## config.mk

```make
export PLATFORM = sky130hd
export DESIGN_NAME = rv_multicycle_ctrl
export DESIGN_NICKNAME = d
export VERILOG_FILES = /design/src/rtl/rv_ctrl_pkg.sv /design/src/rtl/rv_branch_eval.sv /design/src/rtl/rv_multicycle_ctrl.sv
export SDC_FILE = /design/constraint.sdc
export NUM_CORES = 1
export LEC_CHECK = 0
export CAP_MARGIN = 40
export CORE_ASPECT_RATIO = 0.6
export CORE_MARGIN = 2
export CORE_UTILIZATION = 47
export DETAILED_ROUTE_END_ITERATION = 8
export HOLD_SLACK_MARGIN = 0.12
export PLACE_DENSITY = 0.8
export SYNTH_ARGS = -nofsm -noshare
export SYNTH_HDL_FRONTEND = slang
export SYNTH_HIERARCHICAL = 1
export SYNTH_SLANG_ARGS = --single-unit
```

## constraint.sdc

```tcl
create_clock -name clk -period 3.3 [get_ports clk]
set_input_delay 0.66 -clock clk [delete_from_list [all_inputs] [get_ports clk]]
set_output_delay 0.66 -clock clk [all_outputs]
set_load 0.005 [all_outputs]
```

## src/rtl/rv_ctrl_pkg.sv

```systemverilog
// Shared definitions for the RV32I multicycle control path.
// Holds the FSM state encoding, the ALUOp code sent to alucontroller,
// the datapath mux select encodings and the RV32I major opcodes.
package rv_ctrl_pkg;

  typedef enum logic [3:0] {
    S_RST,
    S_FETCH,
    S_DECODE,
    S_EXEC_R,
    S_EXEC_I,
    S_ALU_WB,
    S_MEM_ADDR,
    S_MEM_RD,
    S_MEM_WB,
    S_MEM_WR,
    S_BRANCH,
    S_JAL,
    S_JALR,
    S_LUI,
    S_AUIPC,
    S_TRAP
  } state_e;

  typedef enum logic [2:0] {
    ALU_ADD    = 3'd0,
    ALU_BRANCH = 3'd1,
    ALU_RTYPE  = 3'd2,
    ALU_ITYPE  = 3'd3,
    ALU_PASS_B = 3'd4
  } alu_op_e;

  typedef enum logic [1:0] {
    PC_ALU    = 2'd0,
    PC_ALUOUT = 2'd1,
    PC_JALR   = 2'd2
  } pc_src_e;

  typedef enum logic [1:0] {
    WB_ALUOUT = 2'd0,
    WB_MDR    = 2'd1,
    WB_PC     = 2'd2,
    WB_ALU    = 2'd3
  } wb_src_e;

  typedef enum logic [1:0] {
    SRCA_PC    = 2'd0,
    SRCA_OLDPC = 2'd1,
    SRCA_REGA  = 2'd2,
    SRCA_ZERO  = 2'd3
  } alu_src_a_e;

  typedef enum logic [1:0] {
    SRCB_REGB = 2'd0,
    SRCB_IMM  = 2'd1,
    SRCB_FOUR = 2'd2
  } alu_src_b_e;

  localparam logic [6:0] OPC_OP       = 7'b0110011;
  localparam logic [6:0] OPC_OP_IMM   = 7'b0010011;
  localparam logic [6:0] OPC_LOAD     = 7'b0000011;
  localparam logic [6:0] OPC_STORE    = 7'b0100011;
  localparam logic [6:0] OPC_BRANCH   = 7'b1100011;
  localparam logic [6:0] OPC_JAL      = 7'b1101111;
  localparam logic [6:0] OPC_JALR     = 7'b1100111;
  localparam logic [6:0] OPC_LUI      = 7'b0110111;
  localparam logic [6:0] OPC_AUIPC    = 7'b0010111;
  localparam logic [6:0] OPC_MISC_MEM = 7'b0001111;
  localparam logic [6:0] OPC_SYSTEM   = 7'b1110011;

endpackage

```

## src/rtl/rv_branch_eval.sv

```systemverilog
// Branch resolution from funct3 and the alu is_zero flag.
// Ports:
//   i_funct3   instruction funct3
//   i_is_zero  alu is_zero flag from the BRANCH-op comparison
//   o_take     branch taken
//   o_illegal  funct3 010/011 (no such branch)
module rv_branch_eval (
  input  logic [2:0] i_funct3,
  input  logic       i_is_zero,
  output logic       o_take,
  output logic       o_illegal
);

  // Odd funct3 values are the inverted forms of the even ones.
  assign o_take    = i_funct3[0] ? i_is_zero : !i_is_zero;
  assign o_illegal = (i_funct3 == 3'b010) || (i_funct3 == 3'b011);

endmodule

```

## src/rtl/rv_multicycle_ctrl.sv

```systemverilog
// Multicycle main control FSM for the RV32I core.
// Sequences PC/IR/regfile/memory/alu one state per cycle, owns the memory
// request handshake, a bus-timeout watchdog and the retired-instruction count.
// Ports:
//   clk, rst_n            clock, asynchronous active-low reset
//   instr                 IR contents (valid from DECODE onward)
//   alu_is_zero           alu zero flag for branch resolution
//   mem_ready             memory accepts/completes the current request
//   mem_req/mem_we/iord   memory request, direction, address select
//   ir_write/mdr_write    IR+OLDPC load, MDR load
//   pc_write/pc_src       PC load and its source
//   reg_write/wb_src      register write enable and writeback source
//   alu_src_a/alu_src_b   alu operand selects
//   alu_op                ALUOp to alucontroller
//   illegal_instr         sticky unsupported-instruction flag
//   bus_error             sticky watchdog-expired flag
//   instret               retired instruction count (wraps)
module rv_multicycle_ctrl
  import rv_ctrl_pkg::*;
#(
  parameter int unsigned MEM_TIMEOUT = 64,
  parameter int unsigned CNT_WIDTH   = 32
) (
  input  logic                 clk,
  input  logic                 rst_n,
  input  logic [31:0]          instr,
  input  logic                 alu_is_zero,
  input  logic                 mem_ready,
  output logic                 mem_req,
  output logic                 mem_we,
  output logic                 iord,
  output logic                 ir_write,
  output logic                 mdr_write,
  output logic                 pc_write,
  output logic [1:0]           pc_src,
  output logic                 reg_write,
  output logic [1:0]           wb_src,
  output logic [1:0]           alu_src_a,
  output logic [1:0]           alu_src_b,
  output logic [2:0]           alu_op,
  output logic                 illegal_instr,
  output logic                 bus_error,
  output logic [CNT_WIDTH-1:0] instret
);

  localparam int unsigned WAIT_W = (MEM_TIMEOUT > 1) ? $clog2(MEM_TIMEOUT) : 1;
  localparam logic [WAIT_W-1:0] WAIT_LAST = WAIT_W'(MEM_TIMEOUT - 1);

  state_e                 r_state;
  state_e                 w_state_next;
  logic [WAIT_W-1:0]      r_wait;
  logic                   r_illegal;
  logic                   r_bus_err;
  logic [CNT_WIDTH-1:0]   r_instret;

  logic [6:0]             w_opcode;
  logic                   w_take;
  logic                   w_br_illegal;
  logic                   w_timeout;
  logic                   w_set_illegal;
  logic                   w_retire;
  logic                   w_unused;

  assign w_opcode = instr[6:0];
  assign w_unused = &{1'b0, instr[31:15], instr[11:7]};

  rv_branch_eval u_branch_eval (
    .i_funct3  (instr[14:12]),
    .i_is_zero (alu_is_zero),
    .o_take    (w_take),
    .o_illegal (w_br_illegal)
  );

  // Expires on the MEM_TIMEOUT-th stalled request cycle; a same-cycle
  // mem_ready is excluded so the completing memory wins.
  assign w_timeout = (MEM_TIMEOUT != 0) && mem_req && !mem_ready && (r_wait == WAIT_LAST);

  always_comb begin
    w_state_next  = r_state;
    w_set_illegal = 1'b0;
    mem_req       = 1'b0;
    mem_we        = 1'b0;
    iord          = 1'b0;
    ir_write      = 1'b0;
    mdr_write     = 1'b0;
    pc_write      = 1'b0;
    pc_src        = PC_ALU;
    reg_write     = 1'b0;
    wb_src        = WB_ALUOUT;
    alu_src_a     = SRCA_PC;
    alu_src_b     = SRCB_REGB;
    alu_op        = ALU_ADD;

    unique case (r_state)
      S_RST: w_state_next = S_FETCH;

      S_FETCH: begin
        mem_req   = 1'b1;
        alu_src_a = SRCA_PC;
        alu_src_b = SRCB_FOUR;
        alu_op    = ALU_ADD;
        if (mem_ready) begin
          ir_write     = 1'b1;
          pc_write     = 1'b1;
          pc_src       = PC_ALU;
          w_state_next = S_DECODE;
        end else if (w_timeout) begin
          w_state_next = S_TRAP;
        end
      end

      S_DECODE: begin
        alu_src_a = SRCA_OLDPC;
        alu_src_b = SRCB_IMM;
        alu_op    = ALU_ADD;
        case (w_opcode)
          OPC_OP:       w_state_next = S_EXEC_R;
          OPC_OP_IMM:   w_state_next = S_EXEC_I;
          OPC_LOAD,
          OPC_STORE:    w_state_next = S_MEM_ADDR;
          OPC_BRANCH:   w_state_next = S_BRANCH;
          OPC_JAL:      w_state_next = S_JAL;
          OPC_JALR:     w_state_next = S_JALR;
          OPC_LUI:      w_state_next = S_LUI;
          OPC_AUIPC:    w_state_next = S_AUIPC;
          OPC_MISC_MEM: w_state_next = S_FETCH;
          default: begin
            w_state_next  = S_TRAP;
            w_set_illegal = 1'b1;
          end
        endcase
      end

      S_EXEC_R: begin
        alu_src_a    = SRCA_REGA;
        alu_src_b    = SRCB_REGB;
        alu_op       = ALU_RTYPE;
        w_state_next = S_ALU_WB;
      end

      S_EXEC_I: begin
        alu_src_a    = SRCA_REGA;
        alu_src_b    = SRCB_IMM;
        alu_op       = ALU_ITYPE;
        w_state_next = S_ALU_WB;
      end

      S_ALU_WB: begin
        reg_write    = 1'b1;
        wb_src       = WB_ALUOUT;
        w_state_next = S_FETCH;
      end

      S_MEM_ADDR: begin
        alu_src_a    = SRCA_REGA;
        alu_src_b    = SRCB_IMM;
        alu_op       = ALU_ADD;
        w_state_next = (w_opcode == OPC_STORE) ? S_MEM_WR : S_MEM_RD;
      end

      S_MEM_RD: begin
        mem_req = 1'b1;
        iord    = 1'b1;
        if (mem_ready) begin
          mdr_write    = 1'b1;
          w_state_next = S_MEM_WB;
        end else if (w_timeout) begin
          w_state_next = S_TRAP;
        end
      end

      S_MEM_WB: begin
        reg_write    = 1'b1;
        wb_src       = WB_MDR;
        w_state_next = S_FETCH;
      end

      S_MEM_WR: begin
        mem_req = 1'b1;
        mem_we  = 1'b1;
        iord    = 1'b1;
        if (mem_ready) begin
          w_state_next = S_FETCH;
        end else if (w_timeout) begin
          w_state_next = S_TRAP;
        end
      end

      S_BRANCH: begin
        alu_src_a = SRCA_REGA;
        alu_src_b = SRCB_REGB;
        alu_op    = ALU_BRANCH;
        if (w_br_illegal) begin
          w_state_next  = S_TRAP;
          w_set_illegal = 1'b1;
        end else begin
          if (w_take) begin
            pc_write = 1'b1;
            pc_src   = PC_ALUOUT;
          end
          w_state_next = S_FETCH;
        end
      end

      S_JAL: begin
        reg_write    = 1'b1;
        wb_src       = WB_PC;
        pc_write     = 1'b1;
        pc_src       = PC_ALUOUT;
        w_state_next = S_FETCH;
      end

      // rd == rs1 is safe: regA was sampled before this edge writes rd.
      S_JALR: begin
        alu_src_a    = SRCA_REGA;
        alu_src_b    = SRCB_IMM;
        alu_op       = ALU_ADD;
        reg_write    = 1'b1;
        wb_src       = WB_PC;
        pc_write     = 1'b1;
        pc_src       = PC_JALR;
        w_state_next = S_FETCH;
      end

      S_LUI: begin
        alu_src_a    = SRCA_ZERO;
        alu_src_b    = SRCB_IMM;
        alu_op       = ALU_PASS_B;
        reg_write    = 1'b1;
        wb_src       = WB_ALU;
        w_state_next = S_FETCH;
      end

      S_AUIPC: begin
        alu_src_a    = SRCA_OLDPC;
        alu_src_b    = SRCB_IMM;
        alu_op       = ALU_ADD;
        reg_write    = 1'b1;
        wb_src       = WB_ALU;
        w_state_next = S_FETCH;
      end

      S_TRAP: w_state_next = S_TRAP;

      default: w_state_next = S_TRAP;
    endcase
  end

  assign w_retire = (w_state_next == S_FETCH) && (r_state != S_FETCH) && (r_state != S_RST);

  always_ff @(posedge clk or negedge rst_n) begin
    if (!rst_n) begin
      r_state   <= S_RST;
      r_wait    <= '0;
      r_illegal <= 1'b0;
      r_bus_err <= 1'b0;
      r_instret <= '0;
    end else begin
      r_state <= w_state_next;
      // Any state change clears the wait count, which covers every entry
      // into FETCH/MEM_RD/MEM_WR; it only advances while a request stalls.
      if (w_state_next != r_state) begin
        r_wait <= '0;
      end else if (mem_req && !mem_ready) begin
        r_wait <= r_wait + 1'b1;
      end
      if (w_set_illegal) r_illegal <= 1'b1;
      if (w_timeout)     r_bus_err <= 1'b1;
      if (w_retire)      r_instret <= r_instret + 1'b1;
    end
  end

  assign illegal_instr = r_illegal;
  assign bus_error     = r_bus_err;
  assign instret       = r_instret;

endmodule
```

==> reports/metrics.cfg <==
[floorplanning]
die_w_um=109
coreArea_mm2=0.00625
die_h_um=66.8
io_pins=88
start_util_pct=49.5
fp.dieArea_mm2=0.00727
rows=22

[global_route]
first_global_vias=2556
grt_antenna_before_repair=0
track_usage_pct=22.6
grt-ovfl-total=0
grt_max_degree=35
grt_pass1_wl_um=12900

[yosys]
yosys_warnings=6
synth_top_area_share_pct=35.6
synth.most_common_cell=dfrtp_1
avgSynthCellArea_um2=9.82
syn-instance-count=315
ys_ff_latch=44
yosys.area.top_type=dfrtp_1
async_reset_ff_share_pct=100
synthesis.nets=353
synth_area_leaders=dfrtp_1 36%, nor4_2 9.7%, xor2_1 9.6%
yosys-top-cells-count=44 x dfrtp_1, 34 x xor2_1, 24 x nor4_2
ys_seq_area_share_pct=35.6
synth-edff-count=0
synth_cell_types=64
syn-cell-area_mm2=0.00309
ys.flop_type=dfrtp_1

[cts]
cts_tree=done
cts_buffer_depth=2
cts_resized=0
clock-sinks=44
cts_htree_levels=2
ctsHoldBuffers=0
cts_setup_buffers=0
clk_latency_ps=300
clockRootBuffer=clkbuf_8
cts_made_buffers=5
clkTransAtPathRegs_ps=100

[route]
final_antenna_net_count=0
drc=0
dr.pass1.iters=4
first_iter_violations=231
via_per_inst=5.95
num_vias=2724
wirelength_um=7700
wl_per_cell_um=16.8

[sta]
tns_ps=0
fin_skew_ps=15.0
fin_crit_ps=2960
hold_viol_final=0
max_freq_ghz=0.338
setup_viol=0
rsz0062_at_grt=no
fin_crit_sh_pct=89.6
fin_ws_ps=344
relSlewSlack_pct=49.7
slew_violations=0
worst_slew_pin_slew_ps=751

[final_layout]
drive_gt1_share_pct=16.6
fillers=525
multi_input_area_mm2=0.00185
regArea_mm2=0.00110
diodes=0
area_growth_pct=27.7
nets=411

[status]
status=complete, no violations

[pwr]
p_leak_nw=1.64
ir_drop_v=0.000395
power_density_mw_per_mm2=652

[placement]
place_ws_ps=110
io_buffers=65
place_hpwl_um=5620
gp_congestion=0.883

[setup_path]
cp_max_fo=12
required_ps=3480
endpoint_kind=register
start_kind=primary input
crit_type=primary input to register
arrival_ps=3140

[job]
max-cap-violations=0

[hold_path]
hp-class=primary input to asynchronous set/reset pin

[cell families (layout without fill, tap and decap cells)]
group / Yosys count / after routing / synth area share, %
multiplexers: 1 / 1 / 0.364
adder cells (fa/ha/maj): 2 / 2 / 0.809
XOR/XNOR: 40 / 40 / 11.3
buffers and inverters: 31 / 90 / 5.10
AND/OR/NAND/NOR: 151 / 151 / 35.7
flip-flops: 44 / 44 / 35.6
AO/OA/AOI/OAI: 46 / 46 / 11.1
[state kept, by name (all words and copies together), names as in the netlist]
signal and flops:
illegal_instr 1, r_wait 6, instret 32, bus_error 1
r_state 4
[cells in the final DEF, fill, tap and decap left out, types with 7 or more instances in the layout]
| cell type | netlist | final |
|---|---|---|
| and4_1 | 7 | 7 |
| dfrtp_1 | 44 | 44 |
| and3_1 | 11 | 11 |
| a21oi_1 | 10 | 10 |
| clkdlybuf4s50_1 | 0 | 64 |
| nand2_1 | 15 | 15 |
| nand4_1 | 10 | 10 |
| buf_4 | 5 | 9 |
| xor2_1 | 34 | 34 |
| nand3_1 | 21 | 21 |
| nor2_1 | 14 | 14 |
| nor4_2 | 24 | 24 |
[final cells by class]
cell class                 instances  area share [%]
sequential                        44            27.9
inverter                           6           0.570
timing repair buffer              76            19.1
multi-input combinational        240            46.9
clock buffer                       5            1.74
tap                               84            2.66
clock inverter                     3            1.17
[path summary, 6_finish.rpt]
| path | start | to | slack (ps) | cells after the start |
|---|---|---|---|---|
| setup / recovery | instr[6] | r_wait[1] | 340 | 7 |
| hold / removal | rst_n | instret[12] | 210 | 1 |
| setup reg to reg | r_state[3] | instret[1] | 660 | 6 |
| hold reg to reg | illegal_instr | illegal_instr | 490 | 1 |
| max in group asynchronous | rst_n | instret[24] | 2610 | 2 |
| min in group clk | illegal_instr | illegal_instr | 490 | 1 |
[layer usage]
metal	part of all wire (%)	wire length (um)	track usage (%)
met2	43	3290	30.8
met1	50	3850	35.4
met5	0	0	0
met3	6.6	508	5.68
met4	0.61	47	4.81
[metrics by stage]
step	power [W]	util [%]	cell area, um^2	hold WS, ps	instances
finish	0.00257	63.2	3950	214	458
global route	0.00273	63.2	3950	225	458
CTS	0.00258	63.2	3950	210	458
detailed placement	0.00215	61.4	3830	459	450
global placement	0.00210	61.1	3810	456	449
floorplan	0.00162	-	3090	364	315
[worst max-delay path, cell delays in order]
cell,delay [ps]
clkdlybuf4s50_1,730
and3b_1,270
o311ai_0,580
nand4b_1,260
xnor2_1,180
buf_4,160
a2111oi_2,290
[power by group]
group / internal, W / switching [W]
Clock: 0.000228 / 0.000196
Sequential: 0.000607 / 0.000141
Combinational: 0.000609 / 0.000793
Total: 0.00144 / 0.00113
(Power assumes the default switching activity.)
